**config.mk**
```make
export PLATFORM = sky130hd
export DESIGN_NAME = mac_burst_driver_flat
export DESIGN_NICKNAME = d
export VERILOG_FILES = /design/src/rtl/mac_burst_driver_if.sv /design/src/rtl/mac_burst_driver.sv /design/src/flat_wrapper.sv
export SDC_FILE = /design/constraint.sdc
export NUM_CORES = 1
export LEC_CHECK = 0
export BUFFER_PORTS_ARGS = -buffer_cell sky130_fd_sc_hd__buf_2
export CAP_MARGIN = 20
export CELL_PAD_IN_SITES_DETAIL_PLACEMENT = 0
export CELL_PAD_IN_SITES_GLOBAL_PLACEMENT = 1
export CORE_UTILIZATION = 49
export DETAILED_ROUTE_END_ITERATION = 6
export HOLD_SLACK_MARGIN = 0.02
export PLACE_DENSITY = 0.75
export RECOVER_POWER = 100
export SYNTH_ARGS = -nofsm -noshare
export SYNTH_HDL_FRONTEND = slang
export SYNTH_SLANG_ARGS = --single-unit
```
**constraint.sdc**
```tcl
create_clock -name clk -period 3.18 [get_ports clk]
set_clock_uncertainty 0.2 [all_clocks]
set_input_delay 0.159 -clock clk [delete_from_list [all_inputs] [get_ports clk]]
set_output_delay 0.159 -clock clk [all_outputs]
set_load 0.005 [all_outputs]
```
**src/rtl/mac_burst_driver_if.sv**
```systemverilog
// Host-load, MAC-side and result-handshake signals of mac_burst_driver.
// master is the driver itself; slave is the host/MAC environment.
interface mac_burst_driver_if;
    logic       ld_valid;
    logic       ld_ready;
    logic [3:0] ld_a;
    logic [3:0] ld_b;
    logic       in_valid;
    logic [3:0] in1_IFM;
    logic [3:0] in2_IFM;
    logic       out_valid;
    logic [9:0] out;
    logic       res_valid;
    logic       res_ready;
    logic [9:0] res_data;
    logic       err_timeout;

    modport master (
        input  ld_valid, ld_a, ld_b, out_valid, out, res_ready,
        output ld_ready, in_valid, in1_IFM, in2_IFM, res_valid, res_data, err_timeout
    );

    modport slave (
        output ld_valid, ld_a, ld_b, out_valid, out, res_ready,
        input  ld_ready, in_valid, in1_IFM, in2_IFM, res_valid, res_data, err_timeout
    );
endinterface

```
**src/rtl/mac_burst_driver.sv**
```systemverilog
// Buffers host operand pairs and feeds them to a MAC in bursts of BURST, then returns the result.
// Define MAC_DRV_CHECK_EN to add a local accumulator and the err_mismatch output.
module mac_burst_driver #(
    parameter int unsigned BURST   = 4,
    parameter int unsigned DEPTH   = 8,
    parameter int unsigned TIMEOUT = 31
) (
    input  logic                   clk,
    input  logic                   rst_n,
    mac_burst_driver_if.master     bus
`ifdef MAC_DRV_CHECK_EN
    ,
    output logic                   err_mismatch
`endif
);

    localparam int unsigned PtrW = (DEPTH > 1) ? $clog2(DEPTH) : 1;
    localparam int unsigned CntW = $clog2(DEPTH) + 1;
    localparam int unsigned TmrW = $clog2(TIMEOUT + 1);

    typedef enum logic [1:0] {StIdle, StSend, StWait, StHold} state_e;

    state_e            state_q, state_d;
    logic [1:0]        beat_q, beat_d;
    logic [TmrW-1:0]   timer_q, timer_d;
    logic              in_valid_q, in_valid_d;
    logic [3:0]        in1_q, in1_d, in2_q, in2_d;
    logic              res_valid_q, res_valid_d;
    logic [9:0]        res_data_q, res_data_d;
    logic              err_timeout_q, err_timeout_d;
    logic [PtrW-1:0]   wr_ptr_q, wr_ptr_d, rd_ptr_q, rd_ptr_d;
    logic [CntW-1:0]   count_q, count_d;
    logic [7:0]        mem_q [DEPTH];
    logic              push, pop, ld_ready;
    logic [3:0]        head_a, head_b;
    logic [9:0]        prod;

    assign head_a   = mem_q[rd_ptr_q][7:4];
    assign head_b   = mem_q[rd_ptr_q][3:0];
    assign prod     = {6'd0, head_a} * {6'd0, head_b};
    // A pop in the same cycle frees a slot, so a full FIFO can still accept.
    assign ld_ready = (count_q != CntW'(DEPTH)) || pop;
    assign push     = bus.ld_valid && ld_ready;

`ifdef MAC_DRV_CHECK_EN
    logic [9:0] acc_q, acc_d;
    logic       err_mismatch_q, err_mismatch_d;
`endif

    always_comb begin
        state_d       = state_q;
        beat_d        = beat_q;
        timer_d       = timer_q;
        in_valid_d    = 1'b0;
        in1_d         = '0;
        in2_d         = '0;
        pop           = 1'b0;
        res_valid_d   = res_valid_q;
        res_data_d    = res_data_q;
        err_timeout_d = err_timeout_q;
`ifdef MAC_DRV_CHECK_EN
        acc_d          = acc_q;
        err_mismatch_d = 1'b0;
`endif
        unique case (state_q)
            StIdle: begin
                if (count_q >= CntW'(BURST) && !res_valid_q) begin
                    state_d    = StSend;
                    beat_d     = '0;
                    pop        = 1'b1;
                    in_valid_d = 1'b1;
                    in1_d      = head_a;
                    in2_d      = head_b;
`ifdef MAC_DRV_CHECK_EN
                    acc_d      = prod;
`endif
                end
            end
            StSend: begin
                // Pops run one cycle ahead of the registered in_valid beats.
                if (beat_q == 2'(BURST - 1)) begin
                    state_d = StWait;
                    timer_d = '0;
                end else begin
                    beat_d     = beat_q + 2'd1;
                    pop        = 1'b1;
                    in_valid_d = 1'b1;
                    in1_d      = head_a;
                    in2_d      = head_b;
`ifdef MAC_DRV_CHECK_EN
                    acc_d      = acc_q + prod;
`endif
                end
            end
            StWait: begin
                if (bus.out_valid) begin
                    res_valid_d = 1'b1;
                    res_data_d  = bus.out;
                    state_d     = StHold;
`ifdef MAC_DRV_CHECK_EN
                    err_mismatch_d = (bus.out != acc_q);
`endif
                end else if (timer_q == TmrW'(TIMEOUT - 1)) begin
                    err_timeout_d = 1'b1;
                    state_d       = StIdle;
                end else begin
                    timer_d = timer_q + TmrW'(1);
                end
            end
            StHold: begin
                if (bus.res_ready) begin
                    res_valid_d = 1'b0;
                    state_d     = StIdle;
                end
            end
            default: state_d = StIdle;
        endcase
    end

    always_comb begin
        wr_ptr_d = wr_ptr_q;
        rd_ptr_d = rd_ptr_q;
        count_d  = count_q;
        if (push) wr_ptr_d = (wr_ptr_q == PtrW'(DEPTH - 1)) ? '0 : wr_ptr_q + PtrW'(1);
        if (pop)  rd_ptr_d = (rd_ptr_q == PtrW'(DEPTH - 1)) ? '0 : rd_ptr_q + PtrW'(1);
        unique case ({push, pop})
            2'b10:   count_d = count_q + CntW'(1);
            2'b01:   count_d = count_q - CntW'(1);
            default: count_d = count_q;
        endcase
    end

    always_ff @(posedge clk) begin
        if (push) mem_q[wr_ptr_q] <= {bus.ld_a, bus.ld_b};
    end

    always_ff @(posedge clk or negedge rst_n) begin
        if (!rst_n) begin
            state_q       <= StIdle;
            beat_q        <= '0;
            timer_q       <= '0;
            in_valid_q    <= 1'b0;
            in1_q         <= '0;
            in2_q         <= '0;
            res_valid_q   <= 1'b0;
            res_data_q    <= '0;
            err_timeout_q <= 1'b0;
            wr_ptr_q      <= '0;
            rd_ptr_q      <= '0;
            count_q       <= '0;
        end else begin
            state_q       <= state_d;
            beat_q        <= beat_d;
            timer_q       <= timer_d;
            in_valid_q    <= in_valid_d;
            in1_q         <= in1_d;
            in2_q         <= in2_d;
            res_valid_q   <= res_valid_d;
            res_data_q    <= res_data_d;
            err_timeout_q <= err_timeout_d;
            wr_ptr_q      <= wr_ptr_d;
            rd_ptr_q      <= rd_ptr_d;
            count_q       <= count_d;
        end
    end

`ifdef MAC_DRV_CHECK_EN
    always_ff @(posedge clk or negedge rst_n) begin
        if (!rst_n) begin
            acc_q          <= '0;
            err_mismatch_q <= 1'b0;
        end else begin
            acc_q          <= acc_d;
            err_mismatch_q <= err_mismatch_d;
        end
    end

    assign err_mismatch = err_mismatch_q;
`endif

    assign bus.ld_ready    = ld_ready;
    assign bus.in_valid    = in_valid_q;
    assign bus.in1_IFM     = in1_q;
    assign bus.in2_IFM     = in2_q;
    assign bus.res_valid   = res_valid_q;
    assign bus.res_data    = res_data_q;
    assign bus.err_timeout = err_timeout_q;

endmodule
```
**src/flat_wrapper.sv**
```systemverilog
// flat-port wrapper written by rule: the top's interface ports become plain ports
module mac_burst_driver_flat 
#(
    parameter int unsigned BURST   = 4,
    parameter int unsigned DEPTH   = 8,
    parameter int unsigned TIMEOUT = 31
)
  (clk, rst_n, bus_ld_valid, bus_ld_a, bus_ld_b, bus_out_valid, bus_out, bus_res_ready, bus_ld_ready, bus_in_valid, bus_in1_IFM, bus_in2_IFM, bus_res_valid, bus_res_data, bus_err_timeout);
  mac_burst_driver_if bus_i ();
  input  logic clk;
  input  logic rst_n;
  input wire logic [$bits(bus_i.ld_valid)-1:0] bus_ld_valid;
  input wire logic [$bits(bus_i.ld_a)-1:0] bus_ld_a;
  input wire logic [$bits(bus_i.ld_b)-1:0] bus_ld_b;
  input wire logic [$bits(bus_i.out_valid)-1:0] bus_out_valid;
  input wire logic [$bits(bus_i.out)-1:0] bus_out;
  input wire logic [$bits(bus_i.res_ready)-1:0] bus_res_ready;
  output wire logic [$bits(bus_i.ld_ready)-1:0] bus_ld_ready;
  output wire logic [$bits(bus_i.in_valid)-1:0] bus_in_valid;
  output wire logic [$bits(bus_i.in1_IFM)-1:0] bus_in1_IFM;
  output wire logic [$bits(bus_i.in2_IFM)-1:0] bus_in2_IFM;
  output wire logic [$bits(bus_i.res_valid)-1:0] bus_res_valid;
  output wire logic [$bits(bus_i.res_data)-1:0] bus_res_data;
  output wire logic [$bits(bus_i.err_timeout)-1:0] bus_err_timeout;
  assign bus_i.ld_valid = bus_ld_valid;
  assign bus_i.ld_a = bus_ld_a;
  assign bus_i.ld_b = bus_ld_b;
  assign bus_i.out_valid = bus_out_valid;
  assign bus_i.out = bus_out;
  assign bus_i.res_ready = bus_res_ready;
  assign bus_ld_ready = bus_i.ld_ready;
  assign bus_in_valid = bus_i.in_valid;
  assign bus_in1_IFM = bus_i.in1_IFM;
  assign bus_in2_IFM = bus_i.in2_IFM;
  assign bus_res_valid = bus_i.res_valid;
  assign bus_res_data = bus_i.res_data;
  assign bus_err_timeout = bus_i.err_timeout;
  mac_burst_driver #(.BURST(BURST), .DEPTH(DEPTH), .TIMEOUT(TIMEOUT)) u_core (.clk(clk), .rst_n(rst_n), .bus(bus_i));
endmodule
```
=== After elaboration in Yosys (flattened, before gate mapping) ===
Memory sizes are Yosys's and may differ from the RTL's.
Index checks and enable logic that the tools add are counted.
Widths: inputs -> output; s select.

* Add/subtract/negate cells: 6
* Magnitude comparators: 1
* Eq/ne operators: 18
* Multiplexer cells: 30
* Bitwise operators: 1
* Reductions and logical operators: 15

{| class="wikitable"
|+ Operators by type and width
! kind !! count
|-
| $pmux 4 s2 || 3
|-
| $mux 4 || 4
|-
| $mux 5 || 3
|-
| $mux 2 || 7
|-
| $ne 2x2->1 const B || 5
|-
| $pmux 5 s2 || 1
|-
| $reduce_and 3->1 || 3
|-
| $eq 2x2->1 const B || 4
|-
| $pmux 2 s4 || 1
|-
| $reduce_and 4->1 || 2
|-
| $reduce_bool 2->1 || 4
|-
| $add 3x1->3 const B || 2
|-
| $eq 3x3->1 const B || 2
|-
| $mux 1 || 6
|-
| $mux 3 || 2
|-
| $add 5x1->5 const B || 1
|-
| $eq 5x5->1 const B || 1
|-
| $add 4x1->4 const B || 1
|-
| $eq 2x1->1 const B || 2
|-
| $ge 4x3->1 const B || 1
|-
| $ne 2x1->1 const B || 2
|-
| $ne 4x4->1 const B || 1
|-
| $pmux 1 s2 || 2
|-
| $pmux 2 s2 || 1
|-
| 9 further kinds || 10
|}

* Flip-flop bits (word level): 40
* Memory bits (writable): 64
* Output and inout bits: 22
* Word-level logic and storage cells: 84
* Memories: 1

{| class="wikitable"
|+ Memories
! name !! words !! width !! rd ports !! clocked after Yosys merged registers in !! wr ports !! line !! RTL
|-
| u_core.mem_q || 8 || 8 || 1 || 0 || 1 || mac_burst_driver.sv:33 || <nowiki>logic [7:0] mem_q [DEPTH];</nowiki>
|}

=== Longest topological paths before layout ===
Gate-level depths: netlist of the first run.

* Depth after elaboration: 8
* Gate-level depth with buffers: 12
* Depth with buffers taken out: 11

=== Least setup slack after synthesis of the first run ===
OpenSTA, ideal clock, no wires.

* Path kind: flip-flop to flip-flop
* Start point: register u_core.state_q[0]
* End point: register u_core.count_q[2]
* Arrival time: 2422 ps
* Path slack: 433 ps
* Cell stages (with the launch flop): 13
* Cells stage by stage: dfrtp_1 -> clkbuf_1 -> nor2b_1 -> o21bai_1 -> clkbuf_1 -> inv_1 -> ha_1 -> xor2_1 -> ha_1 -> a21oi_1 -> xor2_1 -> nor2_1 -> xor2_1

* Word-level cells in the longest chain between the ends: 6
* Elaborated cells on any way between the ends: 9
* Classes of those cells: eq/ne: 3; mux: 2; reduce/logical: 4

{| class="wikitable"
|+ RTL lines
! element !! line !! RTL
|-
| from (decl) || mac_burst_driver.sv:23 || <nowiki>state_e state_q, state_d;</nowiki>
|-
| from (signal assigned) || mac_burst_driver.sv:139 || <nowiki>state_q <= StIdle;</nowiki>
|-
| from (signal assigned) || mac_burst_driver.sv:152 || <nowiki>state_q <= state_d;</nowiki>
|-
| $eq 2x1->1 or $logic_not 2->1 (tied branches) || n/a ||
|-
| $pmux 1 s2 (*) || n/a ||
|-
| net u_core.in_valid_d || mac_burst_driver.sv:26 || <nowiki>logic in_valid_q, in_valid_d;</nowiki>
|-
| $logic_or 1x1->1 || mac_burst_driver.sv:42 || <nowiki>assign ld_ready = (count_q != CntW'(DEPTH)) || pop;</nowiki>
|-
| $logic_and 1x1->1 || mac_burst_driver.sv:43 || <nowiki>assign push = bus.ld_valid && ld_ready;</nowiki>
|-
| $eq 2x1->1 or $eq 2x2->1 (tied branches) || mac_burst_driver.sv:126 || <nowiki>unique case ({push, pop})</nowiki>
|-
| $pmux 4 s2 or $reduce_bool 2->1 (tied branches) || n/a ||
|-
| to (signal assigned) || mac_burst_driver.sv:163 || <nowiki>count_q <= count_d;</nowiki>
|-
| to (decl) || mac_burst_driver.sv:32 || <nowiki>logic [CntW-1:0] count_q, count_d;</nowiki>
|}

Mark *: on every way through the listed nets, which the timed path passes. The rest lies on a longest branch.
A chain may end at the register's enable or synchronous reset.

=== Worst setup path after layout of the first run ===
* Start point: register u_core.count_q[1]
* End point: register u_core.count_q[2]

* Word-level cells in the longest chain between the ends: 8
* Elaborated cells on any way between the ends: 13
* Classes of those cells: add/sub: 2; order compare: 1; eq/ne: 3; mux: 3; reduce/logical: 4

{| class="wikitable"
|+ RTL lines
! element !! line !! RTL
|-
| $ge 4x3->1 || mac_burst_driver.sv:67 || <nowiki>if (count_q >= CntW'(BURST) && !res_valid_q) begin</nowiki>
|-
| $logic_and 1x1->1 || mac_burst_driver.sv:67 ||
|-
| $mux 1 || mac_burst_driver.sv:67 ||
|-
| $pmux 1 s2 || mac_burst_driver.sv:65 || <nowiki>unique case (state_q)</nowiki>
|-
| $logic_or 1x1->1 || mac_burst_driver.sv:42 ||
|-
| $logic_and 1x1->1 || mac_burst_driver.sv:43 ||
|-
| $eq 2x1->1 or $eq 2x2->1 (tied branches) || mac_burst_driver.sv:126 ||
|-
| $pmux 4 s2 or $reduce_bool 2->1 (tied branches) || n/a ||
|}

Several ways; a longest one is shown, not always the timed one.

==> flow_metrics.tcl, run 1 <==
set metrics [dict create \
    outcome "finished, violations left" \
    die_y_um 94.8 \
    post_cts_buffers 0 \
    via_per_inst 5.28 \
    synth-seq-area-share_pct 69.3 \
    drt-pass1-iter-count 4 \
    finalSetupViolations 0 \
    endpoint_kind "flop" \
    finalNetCount 362 \
    final.setup.worst_slack_ps 267 \
    insertion_delay_ps 360 \
    drc 0 \
    final_area_um2 4970 \
    place_area_um2 4630 \
    slew_headroom_pct -43.9 \
    synth_most_common_cell "edfxtp_1" \
    fillers 664 \
    maxSlewViolCount 41 \
    drt_iter0_drc 69 \
    ys.flop_type "edfxtp_1" \
    cap_violations 1 \
    async_reset_ff_share_pct 38.5 \
    port_buffers 44 \
    synth_seq_cells 104 \
    critPathKind "reg2reg" \
    seqPwrFrac_pct 50.3 \
    grt_pass1_vias 2354 \
    std_cell_rows 33 \
    p_per_area_nw_per_um2 839 \
    p_leak_nw 1.91 \
    synth.largest_area_cell "edfxtp_1" \
    tns_ps 0 \
    comb_power_share_pct 31.1 \
    ant_nets 0 \
    dieArea_um2 8980 \
    hold_viol_final 0 \
    finalPower_mw 4.17 \
    finalWeightedCongestion 0.708 \
    ir_drop_uv 315 \
    num_antenna_cells 0 \
    overflow 0 \
    grt_pass1_wl_um 12000 \
    area_growth_pct 17.8 \
    netlist_area_um2 4220 \
    worstPathRequired_ps 3230 \
    synth_edf_count 64 \
    die_w_um 94.8 \
    ctsRootBufferMaster "clkbuf_8" \
    avgRoutedWirePerCell_um 17.0 \
    clock_power_share_pct 18.6 \
    cts_tree "built" \
    min_path_type "reg2reg" \
    core_um2 8260 \
    finalCriticalPeriod_ps 2910 \
    ios 45 \
    critPathMaxFanout 7 \
    timing.final.crit_share_pct 91.6 \
    final_layout_size_suffix_gt1_share_pct 22.2 \
    place_ws_ps 276 \
    cp_data_arrival_time_ps 2960 \
    vias 2316 \
    max_slew.worst_pin.slew_ps 2160 \
    antenna_found_initial 0 \
    cts_buffers 9 \
    path_clk_slew_ps 100 \
    clock.fmax_mhz 343 \
    cts_buffer_depth 2 \
    yosysWarnings 0 \
    htree_levels 3 \
    holdWs_ps 289 \
    syn_inst 247 \
    wl_um 7450 \
    rsz0062_at_grt "no" \
    start_util_pct 51.1 \
    violations "capacitance limit, slew limit" \
    dp_hpwl_um 4830 \
    synth.area.top_cells "edfxtp_1, dfrtp_1, mux4_2" \
    p_sw_mw 1.36 \
    cts_repair_resize_count 0 \
    crit_path_start_kind "flop" \
    cts_hold_buf 23 \
    yosysUniqueCellTypes 34 \
    grt_max_degree 41 \
    clock-sinks 104 \
    p_int_mw 2.80 \
    swShare_pct 32.7 \
    synth_nets 280 \
    synth_top_area_share_pct 45.6 \
    netlist_top_cells_count "edfxtp_1, dfrtp_1, nor2_1" \
    track_usage_pct 18.6 \
    syn_area_per_cell_um2 17.1 \
]
==> cell families after synthesis <==
kind of cell | after synthesis | synth area share (%)
DFF | 104 | 69.3
adders and majority gates | 10 | 2.97
and+or+nand+nor | 58 | 7.59
buffers and inverters | 12 | 1.13
muxes | 43 | 15.8
AOI/OAI and AO/OA | 13 | 1.81
xor gates and xnor gates | 7 | 1.45
==> final cells by class <==
class,instances,area (µm²),area share (%)
Tap cell,105,131,2.64
Inverter,2,7.51,0.151
Timing Repair Buffer,81,478,9.62
Sequential cell,104,2920,58.8
Clock buffer,9,124,2.49
Multi-Input combinational cell,131,1240,25.0
Clock inverter,7,62.6,1.26
==> layer usage <==
metal / share of wire (%) / global-route usage [%] / up-vias
met5: 0 / 0 / -
met3: 3.7 / 4.19 / 4
met1: 47 / 24.9 / 1160
met4: 0.81 / 6.06 / 0
li1: - / - / 1105
met2: 49 / 30.1 / 47
==> worst max-delay path, stage by stage, from the launching register on <==
cell     delay (ps)
dfrtp_1         460
or4b_1          550
or3_4           420
nand2_4         120
ha_1            270
xor2_1          100
ha_1            190
a21oi_1         140
xor2_1          160
nor2_1           60
xor2_1          140
==> through the flow <==
stage	util (%)	cells
after floorplan	-	247
after global placement	56.1	400
after detailed placement	56.1	400
after CTS	61.2	439
after global routing	60.2	439
final	60.2	439
==> sequential cells by signal, summed over array words and instances, names as in the netlist <==
signal                  flops
u_core.bus.res_valid        1
u_core.bus.in_valid         1
u_core.beat_q               2
u_core.mem_q               64
u_core.timer_q              5
u_core.wr_ptr_q             3
u_core.bus.res_data        10
u_core.state_q              2
u_core.count_q              4
u_core.rd_ptr_q             3
u_core.bus.err_timeout      1
u_core.bus.in1_IFM          4
u_core.bus.in2_IFM          4
==> cells in the final DEF, fill, tap and decap left out, drive strengths merged, types with 5 or more instances in the layout <==
cell         Yosys  layout
mux2            18      18
nand3            5       5
nand2            8       8
dfrtp           40      40
mux2i            9       9
xor2             6       6
buf              4      24
o21ai            7       7
mux4            16      16
nor2            18      18
dlygate4sd3      0      23
edfxtp          64      64
clkbuf           6      43
nor3             5       5
nor3b            5       5
ha              10      10
inv              2       6
==> final timing paths <==
| check | start | slack [ps] | to | cells after the start |
|---|---|---|---|---|
| max | u_core.count_q[1] | 270 | u_core.count_q[2] | 10 |
| min | u_core.bus.err_timeout | 290 | u_core.bus.err_timeout | 1 |
| max reg2reg | u_core.count_q[1] | 270 | u_core.count_q[2] | 10 |
| min in group asynchronous | rst_n | 760 | u_core.timer_q[4] | 2 |
| min reg2reg | u_core.bus.err_timeout | 290 | u_core.bus.err_timeout | 1 |
| max in group asynchronous | rst_n | 780 | u_core.bus.res_data[6] | 2 |
==> power groups by stage <==
stage | Sequential, mW | Clock (mW) | Combinational [mW]
floorplan | 1.98 | 0 | 1.03
global placement | 2.12 | 0 | 1.33
detailed placement | 2.14 | 0 | 1.36
CTS | 2.10 | 0.804 | 1.39
global route | 2.16 | 0.857 | 1.45
finish | 2.10 | 0.775 | 1.29
Power figures use the tool's default switching activity.
==> run 2: changes to the inputs <==
Settings changed: CORE_UTILIZATION 49 to 44, PLACE_DENSITY 0.75 to 0.71.
Clock period 3.18 ns to 2.34 ns, I/O delays scaled along.
==> flow_metrics.tcl, run 2 (synthesis gave the netlist of run 1 again) <==
set metrics [dict create \
    outcome "finished, violations left" \
    violations "setup timing" \
    drc 0 \
    cap_violations 0 \
    die_w_um 99.9 \
    slew_headroom_pct 30.0 \
    largest-register "u_core.mem_q" \
    max_slew.worst_pin.slew_ps 1050 \
    met2_usage_pct 27.2 \
    tns_ps -3090 \
    grt_pass1_wl_um 12400 \
    placedCellCount 429 \
    timing.final.crit_share_pct 114 \
    finalWeightedCongestion 0.743 \
    cts_buffers 9 \
    min-delay-start "bus_ld_valid" \
    num_antenna_cells 0 \
    p_per_area_nw_per_um2 1170 \
    final.setup.worst_slack_ps -330 \
    finalPower_mw 6.33 \
    final_layout_size_suffix_gt1_share_pct 35.2 \
    via_per_inst 4.98 \
    whs_path_depth 4 \
    worstPathCellList "or4b_1 > or3_4 > nand2_4 > ha_4 > xor2_2 > ha_2 > a21oi_2 > xor2_1 > nor2_1 > xor2_1" \
    std_cell_rows 35 \
    top_usage_layer "met2" \
    htree_levels 3 \
    clock-sinks 104 \
    clock.fmax_mhz 374 \
    endpoint_kind "flop" \
    core_um2 9280 \
    ios 45 \
    area_growth_pct 28.2 \
    grt_max_degree 41 \
    holdPathEnd "u_core.wr_ptr_q[1]" \
    critPathMaxFanout 3 \
    crit_path_start_kind "flop" \
    max_stage_delay_ps 520 \
    worstPathRequired_ps 2390 \
    finalSetupViolations 28 \
    instances_no_fill 481 \
    port_buffers 44 \
    place_ws_ps -286 \
    cts_tree "built" \
    timing.rr.start "u_core.count_q[1]" \
    ctsRootBufferMaster "clkbuf_8" \
    wl_um 7900 \
    track_usage_pct 17.0 \
    largest_reg_flops 64 \
    critPathKind "reg2reg" \
    start_util_pct 45.4 \
    cp_slowest_cell "or4b_1" \
    antenna_found_initial 0 \
    r2r_end "u_core.count_q[2]" \
    finalNetCount 380 \
    path_clk_slew_ps 110 \
    rsz0062_at_grt "yes" \
    dp_hpwl_um 4690 \
    grt_util_met1_pct 22.7 \
    finalCriticalPeriod_ps 2670 \
    p_leak_nw 2.12 \
    r2r_cells 10 \
    met3_usage_pct 3.62 \
    hold_viol_final 0 \
    critPathMostFrequentCell "xor2_1" \
    mostFrequentLayoutCells "edfxtp_1, dfrtp_1, buf_2" \
    grt_pass1_vias 2421 \
    dieArea_um2 9980 \
    drt-pass1-iter-count 4 \
    holdWs_ps 118 \
    r2r_setup_slack_ps -330 \
    drt_iter0_drc 117 \
    final_common_cell "edfxtp_1" \
    die_y_um 99.9 \
    min_path_type "in2reg" \
    ir_drop_uv 441 \
    cp_data_arrival_time_ps 2720 \
    insertion_delay_ps 370 \
    vias 2394 \
    avgRoutedWirePerCell_um 16.4 \
    critical-path-top-delay-family "simple AND/OR/NAND/NOR gates" \
    cts_buffer_depth 2 \
    worstPathBufferInverterCount 0 \
    ant_nets 0 \
    overflow 0 \
    maxSlewViolCount 0 \
]
run 2: cell count changes in the layout (fill, tap and decap cells not counted), moves of 3 or more:
cell,before,now
buf_6,0,8
nor3b_1,5,0
clkbuf_1,34,21
ha_1,10,7
buf_4,0,18
nor3b_4,0,4
run 2: how the worst max path moves through the flow:
stage | startpoint | to | slack (ps) | depth (start not counted)
2_1_floorplan | u_core.count_q[1] | u_core.count_q[2] | -290 | 10
3_3_place_gp | u_core.count_q[1] | u_core.count_q[2] | -210 | 10
3_5_place_dp | u_core.count_q[1] | u_core.count_q[3] | -290 | 8
4_1_cts | u_core.count_q[1] | u_core.count_q[3] | -290 | 8
5_1_grt | u_core.count_q[1] | u_core.count_q[3] | -440 | 9
6_report | u_core.count_q[1] | u_core.count_q[2] | -330 | 10
run 2: metal layers:
layer / vias to the layer above / routed length (µm)
li1: 1141 / -
met1: 1189 / 3630
met2: 54 / 3840
met3: 10 / 302
met4: 0 / 123
met5: - / 0
run 2: power breakdown:
group          internal, mW  switching, mW
combinational          1.32           1.07
clock                 0.528          0.662
sequential             2.44          0.311
run 2: stage by stage:
| stage | area (µm²) | util [%] |
|---|---|---|
| after floorplan | 4260 | - |
| after global placement | 4760 | 51.2 |
| after detailed placement | 4760 | 51.2 |
| after CTS | 5360 | 57.7 |
| after global routing | 5410 | 58.2 |
| final | 5410 | 58.2 |
run 2: what timing repair did:
item	4_1_cts	5_1_grt
pin swaps	6	7
hold endpoints to repair	118	0
buffers inserted	11	5
gates resized for setup	12	16
endpoints found under the setup margin	59	67
hold buffers	22	0
gates cloned	0	0
run 2: area by class of cell:
type / instances / area (µm²)
fill: 738 / 3880
sequential: 104 / 2920
multi-input combinational: 131 / 1390
timing repair buffer: 99 / 704
tap: 129 / 161
clock buffer: 9 / 124
clock inverter: 7 / 95.1
inverter: 2 / 7.51
run 2: tightest hold or removal path: stages:
cell and delay [ps]:
buf_2 150, nand2_4 110, buf_4 150, mux2_4 150
